<file path="src/rtl/bcd_countdown_ctrl.sv">
// rtl/bcd_countdown_ctrl.sv - prescaled BCD countdown timer controller with load/start/pause/resume and done pulse
module bcd_countdown_ctrl #(
  parameter int DIGITS   = 2,
  parameter int TICK_DIV = 4
) (
  input  logic                  clk,
  input  logic                  clr,
  input  logic                  load,
  input  logic [4*DIGITS-1:0]   preset,
  input  logic                  start,
  input  logic                  pause,
  output logic [4*DIGITS-1:0]   cnt,
  output logic [1:0]            state,
  output logic                  busy,
  output logic                  done,
  output logic                  err
);

  localparam int W = 4 * DIGITS;
  localparam logic [7:0] TICK_LAST = 8'(TICK_DIV - 1);

  typedef enum logic [1:0] {
    IDLE    = 2'b00,
    RUN     = 2'b01,
    HOLD    = 2'b10,
    EXPIRED = 2'b11
  } state_t;

  state_t       st;
  logic [7:0]   pre;
  logic         preset_ok;
  logic [W-1:0] cnt_dec;

  always_comb begin
    preset_ok = 1'b1;
    for (int i = 0; i < DIGITS; i++) begin
      if (preset[4*i +: 4] > 4'd9) preset_ok = 1'b0;
    end
  end

  // Ripple-borrow BCD decrement: a zero digit wraps to 9 and passes the borrow on.
  always_comb begin
    logic borrow;
    cnt_dec = cnt;
    borrow  = 1'b1;
    for (int i = 0; i < DIGITS; i++) begin
      if (borrow) begin
        if (cnt[4*i +: 4] == 4'd0) begin
          cnt_dec[4*i +: 4] = 4'd9;
        end else begin
          cnt_dec[4*i +: 4] = cnt[4*i +: 4] - 4'd1;
          borrow            = 1'b0;
        end
      end
    end
  end

  assign state = st;
  assign busy  = (st == RUN) || (st == HOLD);

  always_ff @(posedge clk or negedge clr) begin
    if (!clr) begin
      st   <= IDLE;
      cnt  <= '0;
      pre  <= 8'd0;
      done <= 1'b0;
      err  <= 1'b0;
    end else begin
      done <= 1'b0;
      // load outranks start in every state where it is honoured
      if (load && st != RUN) begin
        if (preset_ok) begin
          cnt <= preset;
          err <= 1'b0;
          pre <= 8'd0;
          st  <= IDLE;
        end else begin
          err <= 1'b1;
        end
      end else begin
        case (st)
          IDLE: begin
            if (start) begin
              if (cnt != '0) begin
                st  <= RUN;
                pre <= 8'd0;
              end else begin
                st   <= EXPIRED;
                done <= 1'b1;
              end
            end
          end
          RUN: begin
            if (pause) begin
              st <= HOLD;
            end else if (pre == TICK_LAST) begin
              pre <= 8'd0;
              cnt <= cnt_dec;
              if (cnt_dec == '0) begin
                st   <= EXPIRED;
                done <= 1'b1;
              end
            end else begin
              pre <= pre + 8'd1;
            end
          end
          HOLD: begin
            if (start) st <= RUN;
          end
          default: ;
        endcase
      end
    end
  end

endmodule

</file>
<file path="config.mk">
export PLATFORM = sky130hd
export DESIGN_NAME = bcd_countdown_ctrl
export DESIGN_NICKNAME = d
export VERILOG_FILES = /design/src/rtl/bcd_countdown_ctrl.sv
export SDC_FILE = /design/constraint.sdc
export NUM_CORES = 1
export LEC_CHECK = 0
export CAP_MARGIN = 20
export CORE_MARGIN = 4
export CORE_UTILIZATION = 55
export DETAILED_ROUTE_END_ITERATION = 8
export PLACE_DENSITY = 0.9
export SLEW_MARGIN = 20
export SYNTH_ARGS = -nofsm -noshare
export SYNTH_HDL_FRONTEND = slang
export SYNTH_SLANG_ARGS = --single-unit
</file>
<file path="constraint.sdc">
create_clock -name clk -period 4.8 [get_ports clk]
set_input_delay 0.72 -clock clk [delete_from_list [all_inputs] [get_ports clk]]
set_output_delay 0.72 -clock clk [all_outputs]
set_load 0.02 [all_outputs]
</file>
# Word level (Yosys, flattened, before mapping)
# Index checks and enable logic that the tools add are counted.
[classes]
order_cmp = 2
n_eq_ne = 12
add_sub_neg = 3
muxes = 35
reduce_logical = 14
[op_table]
columns = ["cell", "n"]
rows = [
  ["$mux W8", 11],
  ["$mux W2", 8],
  ["$pmux W8 S2", 1],
  ["$mux W4", 3],
  ["$mux W1", 10],
  ["$add A8 B1 Y8 const B", 1],
  ["$eq A8 B2 Y1 const B", 1],
  ["$gt A4 B4 Y1 const B", 2],
  ["$logic_not A4 Y1", 2],
  ["$logic_not A8 Y1", 1],
  ["$ne A4 B2 Y1 const B", 2],
  ["$reduce_bool A8 Y1", 1],
  ["$sub A4 B1 Y4 const B", 2],
  ["$ne A3 B2 Y1 const B", 2],
  ["$ne A3 B3 Y1 const B", 2],
  ["$pmux W2 S3", 1],
  ["$reduce_and A6 Y1", 1],
  ["$reduce_and A5 Y1", 1],
  ["$ne A2 B1 Y1 const B", 2],
  ["$reduce_and A4 Y1", 1],
  ["$reduce_bool A2 Y1", 2],
  ["$reduce_bool A4 Y1", 1],
  ["$reduce_bool A3 Y1", 1],
  ["$eq A2 B1 Y1 const B", 1],
  ["6 further kinds", 6],
]
[word_totals]
output_inout_bits = 13
in_bits = 13
elab_cells = 71
ff_bits = 20

# Longest topological paths before layout
[depth]
word_depth = 9
ltp_mapped = 9
mapped_depth_nobuf = 7

# Worst setup path before layout
# Ideal clock, no wire load.
[synth_timing]
kind = "register -> register"
start = "reg st[1], in the netlist state[1]"
end = "reg pre[0]"
arrival_time_ns = 2.003
stages_incl_launch_ff = 9
path_buffers = 1
t_required_ns = 4.672
slack_ns = 2.670
setup_time_ns = 0.128
period_less_slack_ns = 2.130
path_cell_list = "dfrtp_1 inv_1 ha_1 nor2b_1 buf_2 nor3b_1 or2_2 a21oi_2 mux2_1"
[synth_between]
elab_chain_cells = 4
word_cells_on_any_way = 12
[synth_lines]
columns = ["element", "line", "rtl"]
rows = [
  ["start, declared", "29", "state_t st;"],
  ["start signal, assigned", "63", "st <= IDLE;"],
  ["start signal, assigned", "76", "st <= IDLE;"],
  ["start signal, assigned", "85", "st <= RUN;"],
  ["$ne A2 B1 Y1", "71", "if (load && st != RUN) begin"],
  ["$logic_and A1 B1 Y1", "71", ""],
  ["$ne A3 B3 Y1 (no source line), or another cell as far along", "-", ""],
  ["$reduce_and A5 Y1 (no source line)", "-", ""],
  ["end signal, assigned", "104", "pre <= pre + 8'd1;"],
  ["end, declared", "30", "logic [7:0] pre;"],
]
# Several ways; a longest one is shown, not always the timed one.
# A chain may end at the register's enable or synchronous reset.

# Worst setup path after layout
# Same ends and word-level chain as after synthesis.

==> flow_summary.json <==
{
  "power.leakage_nw": 0.6697,
  "hold_class": "flip-flop to flip-flop",
  "cp_data_arrival_time_ns": 2.90,
  "port-buffer-count": 25,
  "start_util": 0.5899,
  "detail_route.wirelength_um": 3409,
  "finalMaxSlewViolations": 0,
  "critPathSlowestCell": "ha_1",
  "detail_route.wl_per_cell_um": 16.47,
  "cts-root-buf": "clkbuf_4",
  "synth-seq-cells": 20,
  "via_count": 1350,
  "areaGrowthSynthToFinish_pct": 24.51,
  "ys_seq_area_frac": 0.3728,
  "placedCellCount": 203,
  "ys.flop_type": "dfrtp_1",
  "post-route-min-period_ns": 2.683,
  "yosys_warnings": 0,
  "p_total_mw": 1.018,
  "post-cts-setup-buffer-count": 0,
  "setup_slack_ns": 2.117,
  "whs_ns": 0.5377,
  "placed_cell_area_um2": 1615,
  "clkLatencyLatePin_ns": 0.32,
  "worst_pin_slew_ns": 0.8874,
  "crit_path_max_fanout": 15,
  "synthDistinctLibCells": 49,
  "fin_area_um2": 1672,
  "place_ws_ns": 1.769,
  "dp_hpwl_um": 2536,
  "htreeDepth": 1,
  "yosys.area.top_type": "dfrtp_1",
  "tns_ns": 0,
  "postSynthCellCount": 154,
  "clk_pin_slew_ns": 0.12,
  "start_kind": "flip-flop",
  "fin_nets": 197,
  "ioPinCount": 26,
  "synth_enable_flop_cells": 0,
  "async_flop_share": 1.000,
  "drc_errors": 0,
  "postSynthAreaPerCell_um2": 8.718,
  "finalHoldViolations": 0,
  "grt_first_pass_wirelength_um": 5947,
  "max_stage_delay_ns": 0.49,
  "hold_buffers": 0,
  "gp_congestion": 0.8473,
  "ys_top_cells_by_area": "dfrtp_1 (37%), nor2_1 (4.2%), a21oi_1 (4.1%)",
  "worstPathRequired_ns": 5.02,
  "ant_nets": 0,
  "rows": 17,
  "netlist.area_leader.share": 0.3728,
  "grt_pass1_vias": 1315,
  "setup.worst_path.end_class": "flip-flop",
  "powerDensity_nw_per_um2": 609.2,
  "die_w_um": 57.41,
  "layout-drive-gt1-share": 0.08380,
  "grt_overflow_total": 0,
  "stdcell_count": 207,
  "finalSetupViolations": 0,
  "cts_sinks": 20,
  "diodes": 0,
  "finalCoreUtilization": 0.7345,
  "synth_fp_nets": 171,
  "vdd_drop_max_mv": 0.5361,
  "netlist_area_um2": 1343,
  "maxCapViolCount": 0,
  "antenna_found_initial": 0,
  "critPathKind": "flip-flop to flip-flop",
  "cp.buffers_inverters": 1,
  "die_area_um2": 3295,
  "path_delay_family": "simple AND/OR/NAND/NOR gates",
  "finClkSkew_ns": 0.007157,
  "drt_iter0_drc": 48,
  "slew_headroom": 0.4065,
  "grt_max_degree": 21,
  "cts_tree": "yes",
  "max_freq_ghz": 0.3727,
  "dr.pass1.iters": 7,
  "via_per_inst": 6.522,
  "cts_resized": 0,
  "rsz0062_at_grt": "false",
  "max-clock-path-buffers": 2,
  "cts-buffers-inserted": 3,
  "crit_chain": "inv_1, ha_1, nand2b_1, a21oi_1, or2_2, a21oi_2, mux2_1",
  "core_um2": 2276,
  "period_share": 0.5590,
  "grt_use_total": 0.2262,
  "die_y_um": 57.41,
  "status": "completed"
}
worst register-to-register path, stage by stage, from the launching register on:
cell	delay (ns)
dfrtp_1	0.42
inv_1	0.09
ha_1	0.49
nand2b_1	0.45
a21oi_1	0.15
or2_2	0.38
a21oi_2	0.26
mux2_1	0.35
cells in the mapped netlist (3+ instances only):
library cell,number
nor2_1,15
clkbuf_1,3
a22o_1,3
and3_1,3
or3_1,3
ha_1,4
nand3_1,6
nand2_1,7
nor2b_1,3
a21oi_1,11
inv_1,6
a31oi_1,4
or4_1,3
nor3_1,4
o21ai_1,7
dfrtp_1,20
nand2b_1,6
o21ai_0,9
layout make-up:
class,instances,area (um^2)
Clock buffer,3,22.52
Clock inverter,1,30.03
Fill cell,164,604.3
Inverter,6,22.52
Multi-Input combinational cell,123,803.3
Sequential cell,20,500.5
Tap cell,28,35.03
Timing Repair Buffer,26,257.7
final timing paths:
check	startpoint	to	cells past startpoint	slack, ns
worst max-delay path	state[1]	pre[0]	7	2.12
worst min-delay path	err	err	1	0.54
worst max register to register	state[1]	pre[0]	7	2.12
worst min register to register	err	err	1	0.54
max in group asynchronous	clr	cnt[4]	1	3.37
min in group asynchronous	clr	err	1	0.89
report_power, final:
group / internal (mW) / switching [mW]
logic: 0.257 / 0.321
clock network: 0.0846 / 0.0572
registers: 0.222 / 0.0771
total: 0.563 / 0.455
logic make-up (layout without fill, tap and decap cells):
family | count (synthesis) | count (layout) | synth area share
AO/OA/AOI/OAI | 55 | 55 | 0.2740
adder cells (fa/ha/maj) | 4 | 4 | 0.03728
buffers and inverters | 11 | 36 | 0.03168
flip-flops | 20 | 20 | 0.3728
multiplexers | 3 | 3 | 0.02330
AND/OR/NAND/NOR | 61 | 61 | 0.2610
cells in the final DEF, fill, tap and decap left out, types with 4 or more instances in the layout:
cell,n
nand2b_1,6
o21ai_0,9
clkdlybuf4s50_1,25
a21oi_1,11
nand3_1,6
nand2_1,7
dfrtp_1,20
ha_1,4
nor3_1,4
inv_1,6
o21ai_1,7
a31oi_1,4
nor2_1,15
flip-flops by register name, summed over array words and instances, names as in the netlist:
name	count
cnt	8
done	1
err	1
pre	8
state	2
routing by layer:
layer,track usage,vias to the layer above,routed length (um)
met3,0.03167,7,177
met4,0.1192,0,64
li1,-,635,-
met1,0.2889,654,1488
met2,0.3677,54,1678
met5,0,-,0
Note: power is estimated with default switching activity, not from simulation.
